## src/rtl/block_rx_ctrl_if.sv

```systemverilog
// block_rx_ctrl_if: byte-in / block-out bus of the UART block receive controller.
interface block_rx_ctrl_if;
   logic [7:0]  rx_data;
   logic        rx_done;
   logic        blk_ready;
   logic        clr_err;
   logic [63:0] blk_data;
   logic        blk_valid;
   logic [3:0]  byte_cnt;
   logic        busy;
   logic        timeout;
   logic        overflow;
   logic        err_sticky;
   modport master (
      output rx_data, rx_done, blk_ready, clr_err,
      input  blk_data, blk_valid, byte_cnt, busy, timeout, overflow, err_sticky
   );
   modport slave (
      input  rx_data, rx_done, blk_ready, clr_err,
      output blk_data, blk_valid, byte_cnt, busy, timeout, overflow, err_sticky
   );
endinterface

```

## src/rtl/block_rx_ctrl.sv

```systemverilog
// block_rx_ctrl: packs UART bytes little-endian into 64-bit blocks behind a valid/ready output register.
module block_rx_ctrl #(
   parameter int TIMEOUT = 50000,
   parameter int TO_W    = 16
) (
   input logic            clk,
   input logic            rst,
   block_rx_ctrl_if.slave bus
);
   typedef enum logic [1:0] {IDLE, COLLECT, FULL} state_t;
   localparam logic [TO_W-1:0] TO_LAST = TO_W'(TIMEOUT - 1);
   state_t          state, state_n;
   logic            rx_done_d, ev, out_free, store, load_out, to_hit, ovf;
   logic [63:0]     asm_q, data;
   logic            valid, err;
   logic [3:0]      cnt;
   logic [TO_W-1:0] idle;
   assign ev             = bus.rx_done & ~rx_done_d;
   assign out_free       = ~valid | bus.blk_ready;
   assign bus.blk_data   = data;
   assign bus.blk_valid  = valid;
   assign bus.byte_cnt   = cnt;
   assign bus.busy       = state != IDLE;
   assign bus.timeout    = to_hit;
   assign bus.overflow   = ovf;
   assign bus.err_sticky = err;
   always_ff @(posedge clk) begin
      if (rst) state <= IDLE;
      else     state <= state_n;
   end
   always_comb begin
      state_n  = state;
      store    = 1'b0;
      load_out = 1'b0;
      to_hit   = 1'b0;
      ovf      = 1'b0;
      case (state)
         IDLE: begin
            store   = ev;
            state_n = ev ? COLLECT : IDLE;
         end
         COLLECT: begin
            store = ev;
            if (ev) state_n = (cnt == 4'd7) ? FULL : COLLECT;
            else if (TIMEOUT != 0 && idle == TO_LAST) begin
               to_hit  = 1'b1;
               state_n = IDLE;
            end
         end
         FULL: begin
            // a byte arriving as the block leaves becomes byte 0 of the next frame
            load_out = out_free;
            store    = out_free & ev;
            ovf      = ~out_free & ev;
            state_n  = out_free ? (ev ? COLLECT : IDLE) : FULL;
         end
         default: state_n = IDLE;
      endcase
   end
   always_ff @(posedge clk) begin
      if (store) asm_q[{cnt[2:0], 3'b000} +: 8] <= bus.rx_data;
   end
   always_ff @(posedge clk) begin
      if (rst) begin
         rx_done_d <= 1'b0;
         cnt       <= 4'd0;
         idle      <= '0;
         data      <= 64'd0;
         valid     <= 1'b0;
         err       <= 1'b0;
      end else begin
         rx_done_d <= bus.rx_done;
         cnt       <= store ? (load_out ? 4'd1 : cnt + 4'd1) : (load_out | to_hit) ? 4'd0 : cnt;
         idle      <= (store | to_hit | state != COLLECT) ? '0 : (idle == TO_LAST) ? idle : idle + TO_W'(1);
         if (load_out) data <= asm_q;
         valid     <= load_out | (valid & ~bus.blk_ready);
         err       <= to_hit | ovf | (err & ~bus.clr_err);
      end
   end
endmodule

```

## src/flat_wrapper.sv

```systemverilog
// flat-port wrapper written by rule: the top's interface ports become plain ports
module block_rx_ctrl_flat 
#(
   parameter int TIMEOUT = 50000,
   parameter int TO_W    = 16
)
  (clk, rst, bus_rx_data, bus_rx_done, bus_blk_ready, bus_clr_err, bus_blk_data, bus_blk_valid, bus_byte_cnt, bus_busy, bus_timeout, bus_overflow, bus_err_sticky);
  block_rx_ctrl_if bus_i ();
  input logic clk;
  input logic rst;
  input wire logic [$bits(bus_i.rx_data)-1:0] bus_rx_data;
  input wire logic [$bits(bus_i.rx_done)-1:0] bus_rx_done;
  input wire logic [$bits(bus_i.blk_ready)-1:0] bus_blk_ready;
  input wire logic [$bits(bus_i.clr_err)-1:0] bus_clr_err;
  output wire logic [$bits(bus_i.blk_data)-1:0] bus_blk_data;
  output wire logic [$bits(bus_i.blk_valid)-1:0] bus_blk_valid;
  output wire logic [$bits(bus_i.byte_cnt)-1:0] bus_byte_cnt;
  output wire logic [$bits(bus_i.busy)-1:0] bus_busy;
  output wire logic [$bits(bus_i.timeout)-1:0] bus_timeout;
  output wire logic [$bits(bus_i.overflow)-1:0] bus_overflow;
  output wire logic [$bits(bus_i.err_sticky)-1:0] bus_err_sticky;
  assign bus_i.rx_data = bus_rx_data;
  assign bus_i.rx_done = bus_rx_done;
  assign bus_i.blk_ready = bus_blk_ready;
  assign bus_i.clr_err = bus_clr_err;
  assign bus_blk_data = bus_i.blk_data;
  assign bus_blk_valid = bus_i.blk_valid;
  assign bus_byte_cnt = bus_i.byte_cnt;
  assign bus_busy = bus_i.busy;
  assign bus_timeout = bus_i.timeout;
  assign bus_overflow = bus_i.overflow;
  assign bus_err_sticky = bus_i.err_sticky;
  block_rx_ctrl #(.TIMEOUT(TIMEOUT), .TO_W(TO_W)) u_core (.clk(clk), .rst(rst), .bus(bus_i));
endmodule
```

## config.mk

```make
export PLATFORM = sky130hd
export DESIGN_NAME = block_rx_ctrl_flat
export DESIGN_NICKNAME = d
export VERILOG_FILES = /design/src/rtl/block_rx_ctrl_if.sv /design/src/rtl/block_rx_ctrl.sv /design/src/flat_wrapper.sv
export SDC_FILE = /design/constraint.sdc
export NUM_CORES = 1
export LEC_CHECK = 0
export CAP_MARGIN = 40
export CORE_MARGIN = 2
export CORE_UTILIZATION = 49
export DETAILED_ROUTE_END_ITERATION = 8
export PLACE_DENSITY = 0.81
export SETUP_SLACK_MARGIN = 0.05
export SYNTH_ARGS = -nofsm -noshare
export SYNTH_HDL_FRONTEND = slang
export SYNTH_SLANG_ARGS = --single-unit
```

## constraint.sdc

```tcl
create_clock -name clk -period 2.4 [get_ports clk]
set_input_delay 0.48 -clock clk [delete_from_list [all_inputs] [get_ports clk]]
set_output_delay 0.48 -clock clk [all_outputs]
set_load 0.05 [all_outputs]
```

==> metrics <==
I/O pins=86; number of core rows=39; Startpoint Class=flop; leading post-synthesis cells by cell area=edfxtp_1 (33%), dfxtp_1 (30%), nand2_1 (8.7%); area added between synthesis and finish=31.04%; Crit. End Element=output port; Hold Path End=u_core.bus.blk_data[7]; Pre-Repair DR Iteration Count=7; WP data required=1.92 ns; Yosys cell types=38; fin nets=696; placed cell area=0.007029 mm^2; htree depth=4; die area=0.01288 mm^2; Yosys Warn Count=0; P_sw=1194 uW; CTS Root Cell=clkbuf_16; fmax=410.2 MHz; GRT Total Usage=21.44%; Worst Tran Pin Value=0.5735 ns; Worst Path Arrival=1.96 ns; status=finished with violations; Clock Sinks=153; first-pass GRT wire length=21,140 um; die extent in y=113.5 um; Antenna diodes=0; Clk pin slew, worst setup/hold paths=0.06 ns; Synth Area per Inst=10.16 um^2; initial antenna violation count=0; Num CTS Buffers=17; path type of the worst min-delay path=reg2reg; Setup Skew=0.01128 ns; Final Critical Period=2.438 ns; drt drc=0; critical setup path kind=reg2out; dominant synthesized flop cell=dfxtp_1; fillers=863; initial drt markers=435; proportion of power drawn by combinational gates=3.9%; Flop pwr share=48.9%; VDD IR-drop max=515.2 uV; cell-internal power=4387 uW; maxcap violations=0; Net Sw Frac=21.40%; EDFF count, synth=64; Die W=113.5 um; remaining antenna violation count=0; TritonCTS clock tree=done; Syn Nets=595; Clk Latency, worst-skew pair=0.42 ns; count of final hold-check violations=0; sequential share of the synthesized area=63.06%; setup TNS=-0.03804 ns; final core utilization=66.55%; hpwl dp=9137 um; vias per inst=5.310; failing checks=negative setup slack; RSZ-0062 raised after global routing=yes; area fraction of the dominant cell type after synthesis=32.72%; Static Leak=0.002603 uW; Syn Inst Count=578; gpl congestion=0.8963; design area=0.007696 mm^2; Hold Startpoint=u_core.bus.blk_data[7]; Hold Path Stages=2; max-slew violation count=0; Reg-to-Reg End=u_core.asm_q[0]; gr ovfl total=0; Reg2Reg Setup Slack=0.16 ns; share of cells above drive strength 1=12.28%; Clk pwr share=47.2%; Async S/R FF share, synth=0%; total number of vias=4,434; largest net degree at the start of global routing=50; synthesis-stage register bit count=153; Final Cycle Share=101.6%; crit path max fanout=3; RR Startpoint=u_core.bus.byte_cnt[0]; Total Power=5581 uW; number of global-route vias before repair=4,331; Rel. slew slack=61.64%; Initial Utilization=50.78%; IO buf count=85; core area=0.01156 mm^2; Clock Tree Buf Depth=2; Cell Pwr Density=725.2 mW/mm^2; FF-to-FF path depth=6; routed wire length=13,360 um; Hold-fix buffers, CTS=0; Final WS setup=-0.03804 ns; routed len/inst=16.00 um; Synth area leader=edfxtp_1; post-synthesis cell area=0.005873 mm^2; final setup vio count=1
synthesized netlist by cell type, drive strengths merged (2+ instances only):
cell type    n
nor2b        7
nor3b        2
nand3       10
or4b         2
clkbuf      20
xnor2        7
nor2        38
edfxtp      64
and3         9
and2        58
a311oi       2
xor2         7
a21oi       72
nand2      137
inv          7
or3          2
nand4        5
nor3         9
dfxtp       89
and4         2
nand2b       7
ha           4
buf          8
placed cells by master (no fill, tap or decap), drive strengths merged:
master / count
a21oi: 72
a311oi: 2
a41oi: 1
and2: 58
and3: 9
and4: 2
buf: 28
bufinv: 2
clkbuf: 18
clkdlybuf4s50: 82
clkinv: 6
clkinvlp: 4
dfxtp: 89
edfxtp: 64
ha: 4
inv: 9
mux2i: 1
nand2: 137
nand2b: 7
nand3: 10
nand3b: 1
nand4: 5
nand4b: 1
nor2: 38
nor2b: 7
nor3: 9
nor3b: 2
nor4: 1
o211ai: 1
o21ai: 1
o31ai: 1
o32a: 1
or2: 1
or3: 2
or4b: 2
xnor2: 7
xor2: 7
worst max-delay path by stage:
stage,startpoint,endpoint,slack (ns),cells past startpoint
2_1_floorplan,u_core.bus.blk_valid,u_core.asm_q[10],0.03,5
3_3_place_gp,bus_blk_ready,u_core.asm_q[43],0.08,7
3_5_place_dp,bus_blk_ready,u_core.asm_q[21],0.006,7
4_1_cts,u_core.idle[7],bus_timeout,-0.06,5
5_1_grt,u_core.idle[11],bus_timeout,-0.09,5
6_report,u_core.idle[11],bus_timeout,-0.04,5
timing repair:
action                     in CTS  in global routing
setup buffers                   4                  1
pin swaps                       3                  1
resized for setup               8                  6
setup endpoints to repair      14                 32
cells by family after synthesis:
family                     share of synthesized area, %
buffers and inverters                             2.429
and+or+nand+nor                                   24.31
adders and majority gates                        0.8522
DFF                                               63.06
xor gates and xnor gates                          2.088
muxes                                            0.1704
AOI/OAI and AO/OA                                 7.094
worst max-delay path, stage by stage, from the launching register on:
cell and delay (ns):
dfxtp_2 0.33, or4b_4 0.54, nor4_4 0.35, nand2_4 0.10, inv_2 0.07, buf_12 0.13
state kept, by name, summed over array words and instances, names as in the netlist:
| name | cells |
|---|---|
| u_core.asm_q | 64 |
| u_core.bus.blk_data | 64 |
| u_core.bus.blk_valid | 1 |
| u_core.bus.byte_cnt | 4 |
| u_core.bus.err_sticky | 1 |
| u_core.idle | 16 |
| u_core.rx_done_d | 1 |
| u_core.state | 2 |
power groups by stage:
stage / clock network [uW] / logic, uW / registers [uW]
after floorplan: 0 / 115 / 2790
after global placement: 0 / 203 / 2790
after global routing: 2770 / 234 / 2730
final: 2630 / 219 / 2730
after detailed placement: 0 / 210 / 2790
after CTS: 2660 / 214 / 2730
area by class of cell:
| type | count | area [um^2] | area share [%] |
|---|---|---|---|
| Clock buffer | 18 | 450.4 | 5.853 |
| Clock inverter | 14 | 146.4 | 1.902 |
| Inverter | 7 | 26.28 | 0.3414 |
| Multi-Input combinational cell | 390 | 2093 | 27.20 |
| Sequential cell | 153 | 3722 | 48.37 |
| Tap cell | 143 | 178.9 | 2.325 |
| Timing Repair Buffer | 110 | 1079 | 14.01 |
per-layer routing:
layer	vias up	GRT usage [%]	wire [um]
li1	2144	-	-
met1	2088	24.82	5226
met2	165	36.57	6848
met3	37	5.632	846
met4	0	11.38	439
met5	-	0	0
through the flow:
step	worst slack [ns]	instances	hold WS, ns
6_report	-0.03804	835	0.4510
3_3_place_gp	0.08175	798	0.4438
3_5_place_dp	0.006444	798	0.4455
2_1_floorplan	0.02988	578	0.4713
4_1_cts	-0.05847	834	0.4566
5_1_grt	-0.08998	835	0.4741
(Power assumes the default switching activity.)
